`src/rtl/fetch_unit.sv`:
```
// fetch_unit: instruction-fetch stage. Drives the ROM byte address, tracks the
// one-cycle ROM read latency, buffers returned words in a 2-entry FIFO and
// presents (pc, instruction) pairs to decode. Redirects flush everything.
module fetch_unit #(
  parameter logic [31:0] RESET_PC   = 32'h0000_0000,
  parameter int          FIFO_DEPTH = 2
) (
  input  logic        clk,
  input  logic        rst_n,
  output logic [31:0] rom_pc,
  input  logic [31:0] rom_instruction,
  input  logic        redirect_valid,
  input  logic [31:0] redirect_pc,
  output logic        out_valid,
  input  logic        out_ready,
  output logic [31:0] out_pc,
  output logic [31:0] out_instruction
);

  localparam logic [1:0] LP_DEPTH = 2'(FIFO_DEPTH);

  logic [31:0]       r_pc;       // next fetch address
  logic              r_inflight; // a ROM read issued last cycle returns now
  logic [31:0]       r_ipc;      // address of that in-flight read
  logic [1:0]        r_count;    // FIFO occupancy 0..2
  logic [1:0][31:0]  r_fpc;      // FIFO pcs, entry 0 is the head
  logic [1:0][31:0]  r_finst;    // FIFO instruction words

  logic [31:0]       w_target;
  logic              w_pop;
  logic              w_push;
  logic              w_issue;
  logic [1:0]        w_occ;
  logic [1:0]        w_wr_pos;
  logic [1:0][31:0]  w_fpc_n;
  logic [1:0][31:0]  w_finst_n;
  logic [1:0]        w_count_n;

  // Redirect target is word-aligned; the low address bits are dropped.
  assign w_target = redirect_pc & 32'hFFFF_FFFC;
  assign rom_pc   = redirect_valid ? w_target : r_pc;

  assign out_valid       = (r_count != 2'd0);
  assign out_pc          = r_fpc[0];
  assign out_instruction = r_finst[0];

  // A redirect cycle neither pops nor pushes: the whole FIFO is discarded.
  assign w_pop  = out_valid && out_ready && !redirect_valid;
  assign w_push = r_inflight && !redirect_valid;

  // Occupancy counting the in-flight word; only issue if it will fit.
  // pop implies count >= 1, so this never underflows.
  assign w_occ   = r_count + {1'b0, r_inflight} - {1'b0, w_pop};
  assign w_issue = (w_occ < LP_DEPTH);

  // Tail slot after any same-cycle pop has shifted the head out.
  assign w_wr_pos = r_count - {1'b0, w_pop};

  // FIFO next state: shift on pop, then write the returning word at the tail.
  always_comb begin
    w_fpc_n   = r_fpc;
    w_finst_n = r_finst;
    w_count_n = r_count;
    if (w_pop) begin
      w_fpc_n[0]   = r_fpc[1];
      w_finst_n[0] = r_finst[1];
    end
    if (w_push) begin
      w_fpc_n[w_wr_pos[0]]   = r_ipc;
      w_finst_n[w_wr_pos[0]] = rom_instruction;
    end
    if (redirect_valid)
      w_count_n = 2'd0;
    else
      w_count_n = r_count + {1'b0, w_push} - {1'b0, w_pop};
  end

  // Fetch-side state: pc, in-flight tracking; a redirect issues its target.
  always_ff @(posedge clk or negedge rst_n) begin
    if (!rst_n) begin
      r_pc       <= RESET_PC;
      r_inflight <= 1'b0;
      r_ipc      <= 32'h0;
    end else if (redirect_valid) begin
      r_pc       <= w_target + 32'd4;
      r_inflight <= 1'b1;
      r_ipc      <= w_target;
    end else if (w_issue) begin
      r_pc       <= r_pc + 32'd4;
      r_inflight <= 1'b1;
      r_ipc      <= r_pc;
    end else begin
      r_inflight <= 1'b0;
    end
  end

  // Output FIFO storage and occupancy.
  always_ff @(posedge clk or negedge rst_n) begin
    if (!rst_n) begin
      r_count <= 2'd0;
      r_fpc   <= '0;
      r_finst <= '0;
    end else begin
      r_count <= w_count_n;
      r_fpc   <= w_fpc_n;
      r_finst <= w_finst_n;
    end
  end

endmodule

```
`config.mk`:
```
export PLATFORM = sky130hd
export DESIGN_NAME = fetch_unit
export DESIGN_NICKNAME = d
export VERILOG_FILES = /design/src/rtl/fetch_unit.sv
export SDC_FILE = /design/constraint.sdc
export NUM_CORES = 1
export LEC_CHECK = 0
export BUFFER_PORTS_ARGS = -buffer_cell sky130_fd_sc_hd__buf_4
export CELL_PAD_IN_SITES_DETAIL_PLACEMENT = 1
export CELL_PAD_IN_SITES_GLOBAL_PLACEMENT = 2
export CORE_ASPECT_RATIO = 0.7
export CORE_MARGIN = 2
export CORE_UTILIZATION = 36
export CTS_BUF_LIST = sky130_fd_sc_hd__clkbuf_16
export CTS_CLUSTER_DIAMETER = 60
export DETAILED_ROUTE_END_ITERATION = 12
export PLACE_DENSITY_LB_ADDON = 0.25
export SLEW_MARGIN = 25
export SYNTH_ARGS = -nofsm -noshare
export SYNTH_HDL_FRONTEND = slang
export SYNTH_SLANG_ARGS = --single-unit
export TNS_END_PERCENT = 1
```
`constraint.sdc`:
```
create_clock -name clk -period 2.4 [get_ports clk]
set_clock_uncertainty 0.05 [all_clocks]
set_input_delay 0.6 -clock clk [delete_from_list [all_inputs] [get_ports clk]]
set_output_delay 0.6 -clock clk [all_outputs]
set_load 0.02 [all_outputs]
```
Yosys cells after proc, flatten, opt, wreduce, memory -nomap -nowiden
Index checks and enable logic that the tools add are counted.
- register bits: 195
- latch bits: 0
- RAM bits: 0
- memory bits (read-only): 0
- input port bits: 68
- output and inout port bits: 97
- logic and storage cells: 41
- memories kept: 0
- add/sub/neg operators: 7
- multipliers: 0
- divide/modulo/power cells: 0
- order comparisons: 3
- eq/ne operators: 0
- shifts and indexed selects: 0
- multiplexer cells: 16
- bitwise logic cells: 0
- reduce and logical (&&, ||, !) cells: 7
- operators with widths (kind ; number):
    $mux 32 ; 10
    $bwmux 64 ; 2
    $add 32x3->32 const B ; 2
    $demux 32 s1 ; 1
    $add 2x1->2 ; 2
    $logic_and 1x1->1 ; 4
    $reduce_bool 2->1 ; 2
    $sub 2x1->2 ; 2
    $lt 1x2->1 const B ; 1
    $lt 2x2->1 const B ; 1
    $mux 1 ; 2
    $mux 2 ; 1
    $ge 1x1->1 const B ; 1
    $logic_not 1->1 ; 1
    $sub 1x1->1 ; 1

Depth between registers and ports, before layout
Gate-level depths: netlist of run 1.
- word-level depth: 10
- depth in mapped cells: 11

Worst setup path before layout of run 1
No wires, ideal clock.
- kind: input -> register
- start point: in redirect_valid
- end point: reg r_pc[26]
- setup time: 120 ps
- arrival time: 2881 ps
- setup slack: -651 ps
- cell stages on the path: 11
- path buffers: 4
- path through: buf_6 buf_6 buf_4 buf_2 mux2_2 ha_1 inv_1 a211oi_4 nand4_4 or3_1 a31o_1
- cells in the longest elaborated chain, start to end: 5
- elaborated cells between the ends (all ways): 6
- RTL lines (item ; RTL line ; source):
    start, declared ; 12 ; input logic redirect_valid,
    $logic_not 1->1 ; 48 ; assign w_pop = out_valid && out_ready && !redirect_valid;
    $logic_and 1x1->1 ; 48 ;
    $sub 2x1->2 ; 53 ; assign w_occ = r_count + {1'b0, r_inflight} - {1'b0, w_pop};
    $lt 2x2->1 ; 54 ; assign w_issue = (w_occ < LP_DEPTH);
    $reduce_bool 2->1 (no line) ; -- ;
    end signal, assigned ; 85 ; r_pc <= w_target + 32'd4;
    end signal, assigned ; 89 ; r_pc <= r_pc + 32'd4;
    end, declared ; 22 ; logic [31:0] r_pc;
Parallel ways exist; a longest one is shown, timed or not.
A chain may end at the register's enable or synchronous reset.

Worst setup path in the final report of run 1
- start point: in redirect_valid
- end point: out rom_pc[20]
- cells in the longest elaborated chain, start to end: 1
- RTL lines (item ; RTL line ; source):
    $mux 32 ; 41 ; assign rom_pc = redirect_valid ? w_target : r_pc;
    end, declared ; 10 ; output logic [31:0] rom_pc,
Every way passes these cells.

==> flow_results.org, run 1 <==
** Route
- In this run the remaining antenna-violating nets after routing total 0.
- Total DRC errors in the routed layout :: 0
- First drt pass iteration count :: 4
- First DRT Iteration DRCs :: 187
- Sum of routed wire length over all layers :: 23.6 mm
- Mean number of vias per cell :: 4.94
- Dividing the detail-routed wire length by the instance count gives 17.3 µm.
- Via count :: 6,733

** Placed design
- Number of input and output port buffers inserted :: 160
- Setup Slack @ Placement :: -88.0 ps
- HPWL Detailed :: 17.2 mm
- Once placement finished, the instance area stood at 0.0111 mm².
- Routability-driven placement finished with a final weighted congestion of 0.802.

** Finish
- Most common library cell in the layout ignoring fill and taps :: sky130_fd_sc_hd__buf_4
- Inserted Diodes :: 0
- Cells with a size suffix above 1 make up 34.8% of the layout.
- Relative to the synthesized area, the layout overhead comes to 25.5%.
- Once layout is done, the placed cells without fillers occupy 0.0117 mm².
- Most used cells in the layout excluding fill and tap cells :: sky130_fd_sc_hd__buf_4, sky130_fd_sc_hd__dfrtp_1, sky130_fd_sc_hd__nand2_1
- Number of nets in the finished design :: 1,090

** Critical path
- Startpoint of the worst register-to-register path :: r_count[0]
- Max stage delay cell, worst path :: sky130_fd_sc_hd__mux2_2
- Along the worst path, the maximum fanout reaches 20.
- The critical path is of the input port to output pin type.
- The largest single stage delay on the critical path is 390 ps.
- Worst Setup End Kind :: output pin
- STA puts the critical path data arrival time at 1690 ps.
- Worst Setup Start Kind :: input port
- The cell that appears most often on the critical path is sky130_fd_sc_hd__buf_4.
- Walking the worst path, the cells encountered are buf_8 > buf_12 > buf_4 > mux2_2 > buf_4.
- Startpoint of the most critical setup path :: redirect_valid
- For the worst setup path, the data required time is 1750 ps.

** Clock tree
- Hold bufs inserted after CTS :: 0
- H-tree depth reported by CTS :: 4
- The longest clock path from root to sink contains 2 buffers.
- Worst-skew pair later-pin latency :: 440 ps
- The tree is rooted in a sky130_fd_sc_hd__clkbuf_16.
- The number of setup buffers added after CTS is 0.
- Clock transition at the registers of the reported paths :: 70 ps
- The number of gates resized after CTS was 1.
- Number of clock sinks :: 189
- TritonCTS Buffers :: 17
- TritonCTS built the clock tree.

** GRT
- Number of antenna violations at the first check in global routing :: 0
- The layer flagged by global routing as most heavily used is met2.
- For this run, global-route usage on met2 was measured as 29.6%.
- Met3 capacity usage during global routing :: 4.64%
- Summed over all layers, the global routing overflow is 0.
- Largest net degree at the start of global routing :: 60
- Global-route wire length before repair :: 39.2 mm
- Total Routing Usage GR :: 18.3%
- Global routing used 24.9% of the available met1 tracks.
- The via count of the first global-routing pass is 7,200.

** Timing
- The final max-slew violation count came to 0.
- The smallest clock period supported by the final layout is computed as 2340 ps.
- Period utilization :: 97.4%
- Slew at the pin closest to its max-slew limit :: 521 ps
- Endpoints failing setup :: 0
- Sum of negative setup slack :: 0 ps
- Timing would allow up to 0.428 GHz.
- RSZ-0062 raised after global routing :: false
- The final number of hold-violating endpoints came to 0.
- Smallest setup slack after layout :: 63.5 ps
- Relative slew slack :: 65.3%
- Final hold analysis gives a worst-case slack of 90.2 ps.

** Floorplanning
- In this run the standard cell core region covers 0.0256 mm².
- Initial Util :: 36.5%
- Die height :: 139 µm
- DIE WIDTH :: 196 µm
- The die covers 0.0273 mm².
- I/O pin total :: 165
- Floorplan row count :: 49

** Synth
- Synth Flop Type :: sky130_fd_sc_hd__dfrtp_1
- The number of different library cells used by synthesis comes to 60.
- Synthesis handed over a netlist of 875 instances.
- Counting flops with a built-in enable in the synthesized netlist gives 0.
- Ranked by total cell area, the synthesized netlist is headed by sky130_fd_sc_hd__dfrtp_1, sky130_fd_sc_hd__mux2i_1, sky130_fd_sc_hd__mux2_2.
- Post-synthesis average cell area :: 10.7 µm²
- Proportion of register bits with asynchronous set or reset after synthesis :: 100%
- sky130_fd_sc_hd__dfrtp_1 takes more of the synthesized area than any other cell.
- Yosys synthesis warning count :: 0
- The synthesized netlist occupies a cell area of 0.00933 mm².
- Sequential cell area fraction in the yosys report :: 50.7%
- Flop and latch count out of synthesis :: 189
- Portion of synthesized cell area occupied by the leading cell type :: 50.7%

** Outcome
- The run finished with clean final reports.

** Power
- Power Dens Cells :: 1090 mW/mm²
- Internal power summed over all cells :: 8410 µW
- Total Power :: 12,700 µW
- Share of total power consumed by net switching :: 34.0%
- For this design the static power due to leakage is 0.00522 µW.
- For this design the total switching power over the nets is 4340 µW.
- Power share of the clock group :: 24.6%
- Combinational logic is responsible for 34.3% of the overall power.
- In this run, flip-flops and latches consume 41.1% of the power.
- VDD sags by at most 564 µV.

** Min path
- The tightest min-delay check is of the input port to asynchronous set/reset pin type.

** Run
- Across the run, the number of max-cap violations was 0.
critical path: cells and delay by family:
family                 cells  cell delay [ps]
buffers and inverters      4              680
multiplexers               1              390
synth_stat cells, types with 3 or more instances:
library cell and number:
sky130_fd_sc_hd__and2_1 3, sky130_fd_sc_hd__o31ai_1 7, sky130_fd_sc_hd__nand4_1 11, sky130_fd_sc_hd__inv_1 25, sky130_fd_sc_hd__mux2_2 70, sky130_fd_sc_hd__buf_4 68, sky130_fd_sc_hd__o21a_1 6, sky130_fd_sc_hd__nand2_1 97
sky130_fd_sc_hd__o21ai_0 39, sky130_fd_sc_hd__nand3b_1 7, sky130_fd_sc_hd__dfrtp_1 189, sky130_fd_sc_hd__xnor2_1 13, sky130_fd_sc_hd__nor4_1 5, sky130_fd_sc_hd__clkbuf_1 19, sky130_fd_sc_hd__mux2i_1 82, sky130_fd_sc_hd__xor2_1 3
sky130_fd_sc_hd__and3_1 3, sky130_fd_sc_hd__nand4b_1 3, sky130_fd_sc_hd__nor3_1 6, sky130_fd_sc_hd__nor2_1 60, sky130_fd_sc_hd__o21ai_1 35, sky130_fd_sc_hd__a21oi_1 38, sky130_fd_sc_hd__buf_2 24, sky130_fd_sc_hd__nand3_1 15
cell families after synthesis:
logic type	after synthesis	share of synthesized area, %
compound gates	146	9.56
xor+xnor	16	1.50
fa+ha+maj	2	0.268
buf+inv	140	8.85
flops	189	50.7
mux	154	17.5
other cells	1	0.0402
simple gates	227	11.6
per-stage QoR:
| stage | utilization, % | instances |
|---|---|---|
| floorplan | - | 876 |
| global placement | 43.3 | 1332 |
| detailed placement | 43.3 | 1332 |
| CTS | 45.8 | 1364 |
| global route | 45.8 | 1364 |
| finish | 45.8 | 1364 |
sequential cells by signal (all words and copies together) (netlist names):
signal / flops
r_fpc: 30
r_pc: 30
r_count: 2
r_inflight: 1
r_ipc: 30
out_instruction: 32
r_finst: 32
out_pc: 32
path summary, 6_finish.rpt:
check                                           end  slack (ps)  cells past startpoint
min in group clk                out_instruction[14]         330                      3
max in group asynchronous                out_pc[11]        1550                      2
worst max register to register          r_finst[33]         270                      6
worst min-delay path                     out_pc[30]          90                      1
worst max-delay path                     rom_pc[20]          60                      5
worst min register to register             r_pc[29]         430                      2
layer usage:
metal	vias up	wire length, µm
met3	11	797
li1	3246	-
met2	92	11200
met1	3384	11400
met5	-	0
met4	0	199
layout make-up:
| type | count | area [µm²] |
|---|---|---|
| clock buffer | 17 | 425 |
| clock inverter | 15 | 218 |
| fill | 2837 | 13800 |
| inverter | 26 | 97.6 |
| multi-input combinational | 547 | 3820 |
| sequential | 189 | 4730 |
| tap | 331 | 414 |
| timing repair buffer | 239 | 2010 |
power by group through the flow:
stage	registers, µW	logic (µW)	clock network [µW]
2_1_floorplan	5000	3300	0
3_3_place_gp	5260	4350	0
3_5_place_dp	5300	4450	0
4_1_cts	5250	4460	3230
5_1_grt	5430	4790	3380
6_report	5240	4380	3130
No activity file was read; power rests on OpenSTA's default activity.
==> inputs of run 2 (changes only) <==
--- a/config.mk
+++ b/config.mk
@@ -15,4 +15,6 @@
 export CTS_CLUSTER_DIAMETER = 60
+export CTS_CLUSTER_SIZE = 25
 export DETAILED_ROUTE_END_ITERATION = 12
 export PLACE_DENSITY_LB_ADDON = 0.25
+export SETUP_SLACK_MARGIN = 0.5
 export SLEW_MARGIN = 25
==> constraint.sdc (replaced) <==
create_clock -name clk -period 2.4 [get_ports clk]
set_clock_uncertainty 0.05 [all_clocks]
set_input_delay 0.12 -clock clk [delete_from_list [all_inputs] [get_ports clk]]
set_output_delay 0.12 -clock clk [all_outputs]
set_load 0.02 [all_outputs]
==> flow_results.org, run 2 (same netlist as run 1, synthesis figures left out) <==
** Floorplanning
- Placeable Area :: 0.0256 mm²
- Die area :: 0.0273 mm²
- Measured along the y axis, the die boundary spans 139 µm.
- The initialized floorplan defines 49 standard-cell rows.
- DIE WIDTH :: 196 µm
- Once the floorplan was initialized, standard cells occupied 36.5% of the core.
- I/O pin total :: 165

** Critical path
- STA puts the critical path data required time at 2670 ps.
- Among cell families on the critical path, the largest total delay comes from simple AND/OR/NAND/NOR gates.
- In this run the critical register-to-register path is captured at r_pc[26].
- Worst Setup End Kind :: register
- The slowest stage of the critical path is the sky130_fd_sc_hd__dfrtp_1 cell.
- Startpoint of the worst register-to-register path :: r_pc[2]
- On the worst path, the slowest cell contributes a delay of 400 ps.
- Together, buffers and inverters on the worst path number 2.
- Crit Path Class :: register to register
- The worst setup path is launched from a register.
- Of all nets on the critical path, the largest fanout is 4.
- Path depth of the worst reg2reg path :: 8
- Arrival time at the worst endpoint :: 2250 ps
- The worst register-to-register path has a setup slack of 420 ps.
- Cell Chain, Critical Path :: mux2_4 > ha_4 > inv_4 > a211oi_4 > buf_6 > nand4_4 > or3_1 > a31o_1

** Timing
- Slew at the pin closest to its max-slew limit :: 589 ps
- Period utilization :: 82.6%
- The final max-slew violation count came to 0.
- Measured against its own limit, the worst slew margin works out to 60.7%.
- The final number of hold-violating endpoints came to 0.
- After routing, the total negative slack on setup checks comes to 0 ps.
- Endpoints failing setup :: 0
- RSZ-0062 raised after global routing :: true
- Min Hold Slack :: 27.6 ps
- The worst path in the final design needs a cycle of 1980 ps, including I/O delays and setup.
- Maximum clock rate :: 0.505 GHz

** Route
- Sum of routed wire length over all layers :: 23.6 mm
- Total DRC errors in the routed layout :: 0
- After detailed routing, the number of vias per cell comes to 4.94.
- Count of antenna-violating nets left after detailed routing :: 0
- Via count :: 6,720
- The first detailed-routing pass ran for 5 iterations.
- Mean routed wirelength per cell :: 17.3 µm
- For this block, the initial DRC count from the detailed router was 254.

** Clock tree
- Number of clock sinks :: 189
- CTS Buffer Depth :: 2
- The H-tree was split into 4 levels.
- Clock root buffer :: sky130_fd_sc_hd__clkbuf_16
- CTS tree :: built
- For the worst-skew pair, the clock arrives at the later sink with an insertion delay of 430 ps.
- Counting the buffers created by CTS gives 17.
- Clock-pin slew was measured on the worst setup and hold paths at 70 ps.

** Finish
- Inserted Diodes :: 0
- Number of nets in the finished design :: 1,088
- Leaving out fill and tap cells, the most frequent cell in the layout is sky130_fd_sc_hd__dfrtp_1.
- Layout Utilization :: 45.7%
- After filler insertion, the fill cell instance count of the layout stands at 2,820.
- The post-route netlist has 31.6% of its cells at a drive strength greater than 1.
- Compared with the post-synthesis result, the final layout area differs by 25.3%.
- Multi-input logic area :: 0.00385 mm²
- Register area :: 0.00473 mm²
- Most used cells in the layout excluding fill and tap cells :: sky130_fd_sc_hd__dfrtp_1, sky130_fd_sc_hd__buf_4, sky130_fd_sc_hd__nand2_1

** Placed design
- At the end of routability-driven placement, the weighted congestion stood at 0.750.
- The count of buffers added on input and output ports is 160.
- The HPWL after detailed placement is 16.0 mm.

** GRT
- After global routing the overflow that remains totals 0.
- Global-route wire length before repair :: 38.0 mm
- Number of antenna violations at the first check in global routing :: 0
- Largest net degree at the start of global routing :: 66
- Global routing used 17.6% of the available tracks.
- The via count of the first global-routing pass was 6,889.

** Power
- IR analysis of the VDD net gives a maximum drop of 611 µV.
- Total leakage power :: 0.00515 µW
- Power Dens Cells :: 1050 mW/mm²

** Outcome
- Status :: finished, final reports clean

** Min path
- Worst Hold End :: r_ipc[15]
- The startpoint identified for the worst hold timing path is redirect_pc[15].
- Class of the most critical hold timing path :: input port to register
- Worst Hold Path Cells :: 3

** Run
- Count of maximum capacitance violations :: 0
-- run 2: metrics by stage --
step           instance area, µm²  std cells  total power (µW)  setup slack [ps]
6_report                    11700       1361             12300               418
5_1_grt                     11700       1361             13100               344
4_1_cts                     11600       1354             12500               382
3_5_place_dp                10600       1284              9570               261
3_3_place_gp                10600       1284              9450               313
2_1_floorplan                9390        876              8300               151
-- run 2: repair_timing --
item / CTS / global route
setup buffers: 3 / 6
gates cloned: 0 / 1
gates resized for setup: 7 / 6
pin swaps: 1 / 8
endpoints found under the setup margin: 169 / 177
hold buffers: 36 / 0
hold endpoints to repair: 127 / 0
-- run 2: metal layers --
metal | GRT usage, % | share of wire (%) | vias up
met3 | 3.38 | 2.6 | 11
met4 | 3.59 | 0.75 | 0
met5 | 0 | 0 | -
met2 | 28.1 | 47 | 89
met1 | 25.0 | 50 | 3385
li1 | - | - | 3235
-- run 2: worst max-delay path by stage --
stage                    from        to  slack [ps]  depth (start not counted)
2_1_floorplan  redirect_valid  r_pc[26]         150                         11
3_3_place_gp   redirect_valid  r_pc[29]         310                          7
3_5_place_dp   redirect_valid  r_pc[31]         260                          7
4_1_cts               r_pc[2]  r_pc[26]         380                          8
5_1_grt               r_pc[2]  r_pc[26]         340                          8
6_report              r_pc[2]  r_pc[26]         420                          8
-- run 2: power by group --
part	total, µW	internal (µW)	switching (µW)	leakage (µW)
clock	2750	1510	1230	0.000279
sequential	5230	4430	803	0.00225
combinational	4320	2070	2240	0.00262
total	12300	8020	4280	0.00515
-- run 2: final cells by class --
| cell class | count | area share, % |
|---|---|---|
| multi-input cells | 547 | 32.9 |
| well taps | 331 | 3.54 |
| repair buffers | 236 | 17.3 |
| repair inverters | 1 | 0.0428 |
| clock buffers | 17 | 3.64 |
| inverters | 26 | 0.974 |
| clock inverters | 14 | 1.12 |
| flip-flops and latches | 189 | 40.5 |
-- run 2: worst register-to-register path: stages (launching register included) --
cell and delay [ps]:
sky130_fd_sc_hd__dfrtp_1 400, sky130_fd_sc_hd__mux2_4 200, sky130_fd_sc_hd__ha_4 150, sky130_fd_sc_hd__inv_4 40
sky130_fd_sc_hd__a211oi_4 150, sky130_fd_sc_hd__buf_6 150, sky130_fd_sc_hd__nand4_4 170, sky130_fd_sc_hd__or3_1 390
sky130_fd_sc_hd__a31o_1 180
